File: src/rtl/pa_core_lsu.sv
// Sequential load/store unit: valid/ready request in, aligned strobed bus beats out, one response pulse back.
// Define PA_CORE_LSU_MISALIGN_EN to split misaligned accesses into two beats; otherwise they return an error.
module pa_core_lsu #(
    parameter int DATA_WIDTH = 32,
    parameter int ADDR_WIDTH = 32
) (
    input  logic                      clk_i,
    input  logic                      rst_i,
    input  logic                      req_vld_i,
    output logic                      req_rdy_o,
    input  logic                      req_load_i,
    input  logic                      req_store_i,
    input  logic [1:0]                req_size_i,
    input  logic                      req_sign_i,
    input  logic [ADDR_WIDTH-1:0]     req_addr_i,
    input  logic [DATA_WIDTH-1:0]     req_wdata_i,
    output logic                      rsp_vld_o,
    output logic [DATA_WIDTH-1:0]     rsp_data_o,
    output logic                      rsp_err_o,
    output logic                      busy_o,
    output logic                      bus_req_o,
    output logic                      bus_we_o,
    output logic [ADDR_WIDTH-1:0]     bus_addr_o,
    output logic [DATA_WIDTH-1:0]     bus_wdata_o,
    output logic [DATA_WIDTH/8-1:0]   bus_strb_o,
    input  logic                      bus_gnt_i,
    input  logic                      bus_rvld_i,
    input  logic [DATA_WIDTH-1:0]     bus_rdata_i,
    input  logic                      bus_err_i
);

    localparam int NB = DATA_WIDTH / 8;
    localparam int OW = $clog2(NB);
    localparam int SW = $clog2(DATA_WIDTH) + 1;

    typedef enum logic [2:0] {
        S_IDLE, S_REQ1, S_WAIT1, S_REQ2, S_WAIT2, S_RESP
    } state_e;

    state_e                state_q, state_d;
    logic                  load_q, load_d;
    logic [1:0]            size_q, size_d;
    logic                  sign_q, sign_d;
    logic [OW-1:0]         off_q, off_d;
`ifdef PA_CORE_LSU_MISALIGN_EN
    logic                  split_q, split_d;
    logic [ADDR_WIDTH-1:0] addr_q, addr_d;
    logic [NB-1:0]         strb_hi_q, strb_hi_d;
    logic [DATA_WIDTH-1:0] wdata_hi_q, wdata_hi_d;
    logic [DATA_WIDTH-1:0] beat1_q, beat1_d;
    logic [SW-1:0]         sh_hi;
    logic [SW-1:0]         sh_hi_in;
`endif
    logic                  req_rdy_q, req_rdy_d;
    logic                  busy_q, busy_d;
    logic                  rsp_vld_q, rsp_vld_d;
    logic [DATA_WIDTH-1:0] rsp_data_q, rsp_data_d;
    logic                  rsp_err_q, rsp_err_d;
    logic                  bus_req_q, bus_req_d;
    logic                  bus_we_q, bus_we_d;
    logic [ADDR_WIDTH-1:0] bus_addr_q, bus_addr_d;
    logic [DATA_WIDTH-1:0] bus_wdata_q, bus_wdata_d;
    logic [NB-1:0]         bus_strb_q, bus_strb_d;

    logic [2*NB-1:0]       mask_w;
    logic [OW-1:0]         off_in;
    logic [ADDR_WIDTH-1:0] addr_aligned;
    logic                  illegal_in;

    // Keep the low 8<<size bits of raw and fill the rest with the sign bit or zero.
    function automatic logic [DATA_WIDTH-1:0] extend_load(input logic [DATA_WIDTH-1:0] raw,
                                                          input logic [1:0] size,
                                                          input logic sign);
        logic [DATA_WIDTH-1:0] res;
        logic                  fill;
        int                    width;
        width = 8 << size;
        if (width > DATA_WIDTH) width = DATA_WIDTH;
        fill = 1'b0;
        for (int i = 0; i < DATA_WIDTH; i++) begin
            if (i == width - 1) fill = sign & raw[i];
        end
        res = raw;
        for (int i = 0; i < DATA_WIDTH; i++) begin
            if (i >= width) res[i] = fill;
        end
        return res;
    endfunction

    // NOTE: every always_comb output gets a default first so no path leaves it unassigned (no latch).
    always_comb begin
        state_d     = state_q;
        load_d      = load_q;
        size_d      = size_q;
        sign_d      = sign_q;
        off_d       = off_q;
`ifdef PA_CORE_LSU_MISALIGN_EN
        split_d     = split_q;
        addr_d      = addr_q;
        strb_hi_d   = strb_hi_q;
        wdata_hi_d  = wdata_hi_q;
        beat1_d     = beat1_q;
        sh_hi       = SW'(DATA_WIDTH) - SW'({off_q, 3'b000});
        sh_hi_in    = SW'(DATA_WIDTH) - SW'({req_addr_i[OW-1:0], 3'b000});
`endif
        rsp_vld_d   = 1'b0;
        rsp_data_d  = rsp_data_q;
        rsp_err_d   = rsp_err_q;
        bus_req_d   = bus_req_q;
        bus_we_d    = bus_we_q;
        bus_addr_d  = bus_addr_q;
        bus_wdata_d = bus_wdata_q;
        bus_strb_d  = bus_strb_q;

        mask_w = '0;
        for (int i = 0; i < 8; i++) begin
            if (i < (1 << req_size_i)) mask_w[i] = 1'b1;
        end
        off_in       = req_addr_i[OW-1:0];
        addr_aligned = {req_addr_i[ADDR_WIDTH-1:OW], {OW{1'b0}}};
        illegal_in   = (req_load_i == req_store_i) || (req_size_i == 2'd3 && DATA_WIDTH == 32);
`ifndef PA_CORE_LSU_MISALIGN_EN
        illegal_in   = illegal_in || (|(off_in & mask_w[OW:1]));
`endif

        case (state_q)
            S_IDLE: begin
                rsp_data_d = '0;
                rsp_err_d  = 1'b0;
                if (req_vld_i && req_rdy_q) begin
                    load_d = req_load_i;
                    size_d = req_size_i;
                    sign_d = req_sign_i;
                    off_d  = off_in;
`ifdef PA_CORE_LSU_MISALIGN_EN
                    addr_d     = addr_aligned;
                    strb_hi_d  = NB'((mask_w << off_in) >> NB);
                    split_d    = |strb_hi_d;
                    wdata_hi_d = req_wdata_i >> sh_hi_in;
`endif
                    if (illegal_in) begin
                        state_d   = S_RESP;
                        rsp_vld_d = 1'b1;
                        rsp_err_d = 1'b1;
                    end else begin
                        state_d     = S_REQ1;
                        bus_req_d   = 1'b1;
                        bus_we_d    = req_store_i;
                        bus_addr_d  = addr_aligned;
                        bus_strb_d  = NB'(mask_w << off_in);
                        bus_wdata_d = req_wdata_i << {off_in, 3'b000};
                    end
                end
            end
            S_REQ1, S_REQ2: begin
                // Bus outputs stay registered and untouched until the grant arrives.
                if (bus_gnt_i) begin
                    state_d     = (state_q == S_REQ1) ? S_WAIT1 : S_WAIT2;
                    bus_req_d   = 1'b0;
                    bus_we_d    = 1'b0;
                    bus_addr_d  = '0;
                    bus_strb_d  = '0;
                    bus_wdata_d = '0;
                end
            end
            S_WAIT1: begin
                if (bus_rvld_i) begin
                    if (bus_err_i) begin
                        state_d    = S_RESP;
                        rsp_vld_d  = 1'b1;
                        rsp_err_d  = 1'b1;
                        rsp_data_d = '0;
`ifdef PA_CORE_LSU_MISALIGN_EN
                    end else if (split_q) begin
                        beat1_d     = bus_rdata_i >> {off_q, 3'b000};
                        state_d     = S_REQ2;
                        bus_req_d   = 1'b1;
                        bus_we_d    = ~load_q;
                        bus_addr_d  = addr_q + ADDR_WIDTH'(NB);
                        bus_strb_d  = strb_hi_q;
                        bus_wdata_d = wdata_hi_q;
`endif
                    end else begin
                        state_d    = S_RESP;
                        rsp_vld_d  = 1'b1;
                        rsp_err_d  = 1'b0;
                        rsp_data_d = load_q ? extend_load(bus_rdata_i >> {off_q, 3'b000}, size_q, sign_q)
                                            : '0;
                    end
                end
            end
`ifdef PA_CORE_LSU_MISALIGN_EN
            S_WAIT2: begin
                if (bus_rvld_i) begin
                    state_d    = S_RESP;
                    rsp_vld_d  = 1'b1;
                    rsp_err_d  = bus_err_i;
                    rsp_data_d = (load_q && !bus_err_i)
                               ? extend_load(beat1_q | (bus_rdata_i << sh_hi), size_q, sign_q)
                               : '0;
                end
            end
`endif
            S_RESP: begin
                state_d    = S_IDLE;
                rsp_data_d = '0;
                rsp_err_d  = 1'b0;
            end
            default: state_d = S_IDLE;
        endcase

        req_rdy_d = (state_d == S_IDLE);
        busy_d    = (state_d != S_IDLE);
    end

    // NOTE: sequential state uses non-blocking assignments only, so every flop samples pre-edge values.
    always_ff @(posedge clk_i) begin
        if (rst_i) begin
            state_q     <= S_IDLE;
            load_q      <= 1'b0;
            size_q      <= '0;
            sign_q      <= 1'b0;
            off_q       <= '0;
`ifdef PA_CORE_LSU_MISALIGN_EN
            split_q     <= 1'b0;
            addr_q      <= '0;
            strb_hi_q   <= '0;
            wdata_hi_q  <= '0;
            beat1_q     <= '0;
`endif
            req_rdy_q   <= 1'b1;
            busy_q      <= 1'b0;
            rsp_vld_q   <= 1'b0;
            rsp_data_q  <= '0;
            rsp_err_q   <= 1'b0;
            bus_req_q   <= 1'b0;
            bus_we_q    <= 1'b0;
            bus_addr_q  <= '0;
            bus_wdata_q <= '0;
            bus_strb_q  <= '0;
        end else begin
            state_q     <= state_d;
            load_q      <= load_d;
            size_q      <= size_d;
            sign_q      <= sign_d;
            off_q       <= off_d;
`ifdef PA_CORE_LSU_MISALIGN_EN
            split_q     <= split_d;
            addr_q      <= addr_d;
            strb_hi_q   <= strb_hi_d;
            wdata_hi_q  <= wdata_hi_d;
            beat1_q     <= beat1_d;
`endif
            req_rdy_q   <= req_rdy_d;
            busy_q      <= busy_d;
            rsp_vld_q   <= rsp_vld_d;
            rsp_data_q  <= rsp_data_d;
            rsp_err_q   <= rsp_err_d;
            bus_req_q   <= bus_req_d;
            bus_we_q    <= bus_we_d;
            bus_addr_q  <= bus_addr_d;
            bus_wdata_q <= bus_wdata_d;
            bus_strb_q  <= bus_strb_d;
        end
    end

    assign req_rdy_o   = req_rdy_q;
    assign busy_o      = busy_q;
    assign rsp_vld_o   = rsp_vld_q;
    assign rsp_data_o  = rsp_data_q;
    assign rsp_err_o   = rsp_err_q;
    assign bus_req_o   = bus_req_q;
    assign bus_we_o    = bus_we_q;
    assign bus_addr_o  = bus_addr_q;
    assign bus_wdata_o = bus_wdata_q;
    assign bus_strb_o  = bus_strb_q;

endmodule

File: config.mk
export PLATFORM = sky130hd
export DESIGN_NAME = pa_core_lsu
export DESIGN_NICKNAME = d
export VERILOG_FILES = /design/src/rtl/pa_core_lsu.sv
export SDC_FILE = /design/constraint.sdc
export NUM_CORES = 1
export LEC_CHECK = 0
export CORE_UTILIZATION = 39
export DETAILED_ROUTE_END_ITERATION = 7
export GPL_TIMING_DRIVEN = 0
export PLACE_DENSITY = 0.85
export RECOVER_POWER = 100
export SLEW_MARGIN = 20
export SYNTH_ARGS = -nofsm -noshare
export SYNTH_HDL_FRONTEND = slang
export SYNTH_SLANG_ARGS = --single-unit
File: constraint.sdc
create_clock -name clk_i -period 2.5 [get_ports clk_i]
set_input_delay 0.5 -clock clk_i [delete_from_list [all_inputs] [get_ports clk_i]]
set_output_delay 0.5 -clock clk_i [all_outputs]
set_load 0.005 [all_outputs]
==> metrics, run 1 <==
Initial Util 40.1%; P_leak 3.38 nW; Hold Crit Class register to register; r2r endpoint rsp_data_o[20]$_SDFFE_PP0P_; Max Fclk 0.415 GHz; crit path time final 2410 ps; Die Wd 116 um; final antenna-violating net count 0; hpwl dp 13,700 um; Arrival @ worst endpoint 2680 ps; maximum buffer depth of the clock tree 2; CTS sink cnt 113; sequential area share after synthesis 44.7%; r2r setup slk 90 ps; Least-Margin Pin Slew 725 ps; post-DR vias/cell 5.64; core area 0.0126 mm^2; max cap viols 0; DR vias 5,307; reg2reg start size_q[1]$_SDFFE_PP0P_; Cell Count, Final, Fillers Out 941; post-DR wirelength/cell 19.5 um; first-pass GRT wire length 28,100 um; Slew Limit Fails 0; CP endpoint rsp_data_o[20]$_SDFFE_PP0P_; Post-Synthesis Cells 518; area grow syn2layout 61.3%; ys async rst share 0%; Yosys top cell by area dfxtp_1; CTS Buf Count 17; Worst Setup End Kind register; Worst Clk Skew 7.49 ps; First-pass DRT Iterations 5; mapped cell area 0.00506 mm^2; initial antenna violation count 0; vias in the first global route 5,378; CP startpoint size_q[1]$_SDFFE_PP0P_; H-Tree Depth 4; Top FF cell, synth dfxtp_1; layout net count 869; GR Util All Layers 27.9%; drt total wl 18,300 um; Worst-Skew Late Latency 420 ps; share of the synthesized area in the top cell type 44.7%; grt ovf 0; Root Buffer Master clkbuf_16; DIE HEIGHT 116 um; I/O Buffers 209; commonest cells in the netlist 113 x dfxtp_1, 42 x a22o_1, 36 x nor2_1, 34 x mux2i_1, 32 x nand2_1; Rel. slew slack 51.5%; library cells used by synthesis 53; CP Data Required Time 2770 ps; ANT cells 0; Initial DRC Count 353; Reg clk slew, reported paths 50 ps; EDFF count, synth 0; Cell Pwr Density 695 mW/mm^2; outcome finished, final reports clean; ranking of synthesized cells by area dfxtp_1 45%, a22o_1 7.3%, mux2i_1 6.7%; Final Wtd Congestion 0.890; Startpoint Class register; setup TNS 0 ps; Crit Path Class register to register; R2R depth 12; VDD IR-drop max 433 uV; final number of setup-violating endpoints 0; share of layout cells above drive strength 1 11.2%; Top-Level Pins 213; Die ar. 0.0134 mm^2; flops & latches, synth 113; cell with the most instances after synthesis dfxtp_1; Post-Syn Area per Cell 9.78 um^2; num rows 41; crit path max fanout 5; CTS tree built; placed insts 902; DRC 0; Syn. warnings 0; Fin. Hold Viols 0; largest net degree at the start of global routing 17; Final period util 96.4%
flip-flops by register name, indices dropped and copies added, names as in the netlist:
| name | cells |
|---|---|
| busy_o | 1 |
| rsp_err_o | 1 |
| bus_we_o | 1 |
| bus_addr_o | 30 |
| size_q | 2 |
| rsp_data_o | 32 |
| load_q | 1 |
| req_rdy_o | 1 |
| state_q | 3 |
| bus_wdata_o | 32 |
| bus_req_o | 1 |
| rsp_vld_o | 1 |
| bus_strb_o | 4 |
| sign_q | 1 |
| off_q | 2 |
cell usage in the layout, fill, tap and decap left out, types with 26 or more instances in the layout:
cell,synthesis,routed
mux2i_1,34,34
clkdlybuf4s50_1,0,102
a22o_1,42,42
dfxtp_1,113,111
a21oi_1,26,26
a22oi_1,28,28
o21ai_0,30,30
dlygate4sd3_1,0,107
nand2_1,32,31
nor2_1,36,34
critical path: stages, from the launching register on:
cell and delay (ps):
dfxtp_4 380, inv_2 50, nand2_2 80, ha_4 170, inv_1 50, ha_1 300
nor4bb_4 310, o211a_1 200, nor4_2 50, buf_4 140, a311oi_4 270, buf_6 180
o32ai_1 90
cell families after synthesis:
family,synth area share [%]
AOI/OAI and AO/OA,29.2
DFF,44.7
and+or+nand+nor,10.5
buffers and inverters,4.74
muxes,8.94
adders and majority gates,1.48
other,0.148
xor gates and xnor gates,0.346
repair_timing:
item                                    CTS  global route
pin swaps                                 5             2
resized for setup                        12             9
hold buffers                              0             0
gates cloned                              1             0
endpoints found under the setup margin   25            15
setup buffers                             5             1
how the worst min path moves through the flow:
stage	slack, ps	start	endpoint	cells after the start
floorplan	450	bus_req_o$_SDFFE_PP0P_	bus_req_o$_SDFFE_PP0P_	1
global placement	440	bus_strb_o[0]$_SDFFE_PP0P_	bus_strb_o[0]$_SDFFE_PP0P_	1
detailed placement	440	bus_strb_o[0]$_SDFFE_PP0P_	bus_strb_o[0]$_SDFFE_PP0P_	1
CTS	450	bus_strb_o[0]$_SDFFE_PP0P_	bus_strb_o[0]$_SDFFE_PP0P_	1
global route	470	bus_wdata_o[15]$_SDFFE_PP0P_	bus_wdata_o[15]$_SDFFE_PP0P_	1
finish	450	bus_strb_o[0]$_SDFFE_PP0P_	bus_strb_o[0]$_SDFFE_PP0P_	1
power by group:
| group | total [mW] | leakage, nW | switching (mW) | internal [mW] |
|---|---|---|---|---|
| clock network | 2.60 | 0.312 | 0.839 | 1.76 |
| logic | 1.14 | 2.15 | 0.623 | 0.513 |
| registers | 1.94 | 0.915 | 0.0560 | 1.88 |
area by class of cell:
type                            count  area, um^2
Fill cell                        1023        4450
Clock inverter                     10         155
Sequential cell                   113        2270
Timing Repair Buffer              216        2150
Clock buffer                       22         484
Multi-Input combinational cell    355        2650
Buffer                             45         213
Tap cell                          172         215
Inverter                            8        30.0
through the flow:
stage	setup slack, ps	cell area [um^2]	hold WS, ps	util [%]	total power [mW]
after floorplan	8.48	5090	451	-	2.54
after global placement	-336	7400	436	58.6	3.01
after detailed placement	-409	7400	441	58.6	3.04
after CTS	1.91	8110	454	64.3	5.68
after global routing	-2.92	8170	468	64.7	5.87
final	91.0	8170	448	64.7	5.68
routing by layer:
layer	share of wire (%)	GRT usage, %	vias up
met1	41	33.3	2553
met5	0	0	-
met4	3.7	14.7	0
met2	49	46.1	272
li1	-	-	2433
met3	6.4	7.53	49
Note: power is estimated with default switching activity, not from simulation.
==> inputs of run 2 (changes only) <==
--- a/config.mk
+++ b/config.mk
@@ -10,6 +10,7 @@
 export GPL_TIMING_DRIVEN = 0
 export PLACE_DENSITY = 0.85
 export RECOVER_POWER = 100
+export SETUP_SLACK_MARGIN = 0.3
 export SLEW_MARGIN = 20
 export SYNTH_ARGS = -nofsm -noshare
 export SYNTH_HDL_FRONTEND = slang
==> metrics, run 2 (synthesis results as in run 1) <==
final worst slack 96.8 ps (+5.79 ps); area grow syn2layout 63.8%; layout net count 876 (+0.81%); First-pass DRT Iterations 4 (-1); DR vias 5,364 (+1.1%); most frequent CP cell ha_4; critical path's largest stage delay 350 ps (-30 ps); Worst Setup End Kind register; final antenna-violating net count 0 (unchanged); Reg clk slew, reported paths 50 ps (about the same); RSZ-0062 raised after global routing yes; DIE HEIGHT 116 um (unchanged); VDD IR-drop max 437 uV (+0.98%); final number of setup-violating endpoints 0 (unchanged); CTS tree built; post-DR vias/cell 5.66 (+0.43%); Root Buffer Master clkbuf_16; # hold bufs at CTS 0 (unchanged); crit path max fanout 5 (unchanged); Worst Clk Skew 9.62 ps (+2.14 ps); Top-Level Pins 213 (unchanged); outcome finished, final reports clean; Die Wd 116 um (unchanged); max cap viols 0 (unchanged); Final Wtd Congestion 0.940 (+5.6%); Cell Count, Final, Fillers Out 947 (+0.64%); GR Util All Layers 26.9% (-1.1 points); Die ar. 0.0134 mm^2 (unchanged); Crit Path Class register to register; Clock Power Share 45.2% (-0.6 points); critical path cell sequence nor2_4, inv_2, ha_4, ha_4, inv_2, ha_4, nor4bb_4, buf_4, a21oi_2, nor4_2, buf_4, a311oi_4, buf_6, o32ai_2; Sequential Power Share 34.1% (about the same); Cell Pwr Density 686 mW/mm^2 (-1.3%); commonest non-fill, non-tap cell in the layout dfxtp_1; CTS sink cnt 113 (unchanged); drt total wl 18,100 um (-1.4%); Rel. slew slack 50.7% (-0.77 points); Buf+Inv Stages, Crit Path 5 (+1); largest net degree at the start of global routing 17 (unchanged); most frequent cells in the layout 111 x dfxtp_1, 107 x dlygate4sd3_1, 99 x clkdlybuf4s50_1; Hold Crit Class primary input to register; Max Fclk 0.416 GHz (+0.24%); hpwl dp 13,200 um (-3.1%); ANT cells 0 (unchanged); Startpoint Class register; post-DR wirelength/cell 19.1 um (-2.0%); maximum buffer depth of the clock tree 2 (unchanged); Least-Margin Pin Slew 736 ps (+10.3 ps); Arrival @ worst endpoint 2730 ps (+50 ps); CTS Buf Count 17 (unchanged); vias in the first global route 5,409 (+0.58%); pre-CTS WS -290 ps (+118 ps); delay-heaviest family, CP buffers and inverters; crit path time final 2400 ps (-5.79 ps); Initial DRC Count 382 (+8.2%); combinational power share 20.7% (+0.7 points); post-layout util 65.7% (+0.98 points); placed insts 902 (unchanged); H-Tree Depth 4 (unchanged); P_leak 3.44 nW (+1.9%); initial antenna violation count 0 (unchanged); Initial Util 40.1% (unchanged); core area 0.0126 mm^2 (unchanged); share of layout cells above drive strength 1 13.5% (+2.4 points); internal power 4.16 mW (about the same); Switching Fraction 26.8% (+0.089 points); Fin. Hold Viols 0 (unchanged); num rows 41 (unchanged); Tot Pwr 5.69 mW (+0.16%); grt ovf 0 (unchanged); slowest cell on the critical path dfxtp_2; Final period util 96.1% (-0.23 points); Slew Limit Fails 0 (unchanged); CP Data Required Time 2830 ps (+60 ps); Worst-Skew Late Latency 420 ps (about the same); first-pass GRT wire length 27,300 um (-2.7%); I/O Buffers 209 (unchanged); DRC 0 (unchanged); net switching power 1.53 mW (+0.50%); Hold WS 419 ps (-29.3 ps)
-- run 2: changes by cell type in the layout (fill, tap and decap cells not counted), moves of 3 or more --
| cell | before | now |
|---|---|---|
| buf_4 | 9 | 19 |
| a211oi_2 | 0 | 4 |
| clkdlybuf4s50_1 | 102 | 99 |
| a211oi_1 | 10 | 6 |
-- run 2: path summary, 6_finish.rpt --
| path | start | end | slack (ps) | cells past startpoint |
|---|---|---|---|---|
| hold / removal | req_load_i | load_q$_SDFFE_PP0P_ | 420 | 3 |
| hold reg to reg | bus_strb_o[0]$_SDFFE_PP0P_ | bus_strb_o[0]$_SDFFE_PP0P_ | 450 | 1 |
| setup / recovery | size_q[0]$_SDFFE_PP0P_ | rsp_data_o[20]$_SDFFE_PP0P_ | 100 | 14 |
| setup reg to reg | size_q[0]$_SDFFE_PP0P_ | rsp_data_o[20]$_SDFFE_PP0P_ | 100 | 14 |
-- run 2: layout make-up --
type                       instances  area (um^2)
sequential                       113         2270
buffer                            45          225
fill                            1007         4330
multi-input combinational        355         2720
tap                              172          215
inverter                           8         32.5
clock buffer                      21          470
timing repair buffer             223         2210
clock inverter                    10          158
-- run 2: metal layers --
metal | global-route usage, % | part of all wire [%] | vias up
met5 | 0 | 0 | -
met3 | 10.0 | 9.8 | 61
met4 | 12.5 | 4.2 | 0
met1 | 29.9 | 38 | 2536
met2 | 45.5 | 48 | 321
li1 | - | - | 2446
-- run 2: power groups by stage --
stage               Clock (mW)  Combinational [mW]  Sequential (mW)
finish                    2.57                1.18             1.94
global route              2.68                1.26             1.95
CTS                       2.58                1.16             1.94
detailed placement           0                1.10             1.98
global placement             0                1.07             1.97
floorplan                    0               0.595             1.97
-- run 2: worst reg2reg max path, stage by stage, from the launching register on --
cell and delay, ps:
dfxtp_2 350, nor2_4 130, inv_2 60, ha_4 170
ha_4 160, inv_2 60, ha_4 120, nor4bb_4 220
buf_4 170, a21oi_2 50, nor4_2 180, buf_4 190
a311oi_4 50, buf_6 180, o32ai_2 230
-- run 2: repair_timing --
action	CTS	global route
cloned	1	0
pin swaps	9	8
buffers inserted	8	5
gates resized for setup	20	24
setup endpoints to repair	77	74
-- run 2: stage by stage --
stage | setup TNS [ps] | area (um^2)
final | 0 | 8290
after global routing | -32.1 | 8290
after CTS | 0 | 8210
after detailed placement | -12360 | 7450
after global placement | -8040 | 7450
after floorplan | 0 | 5140
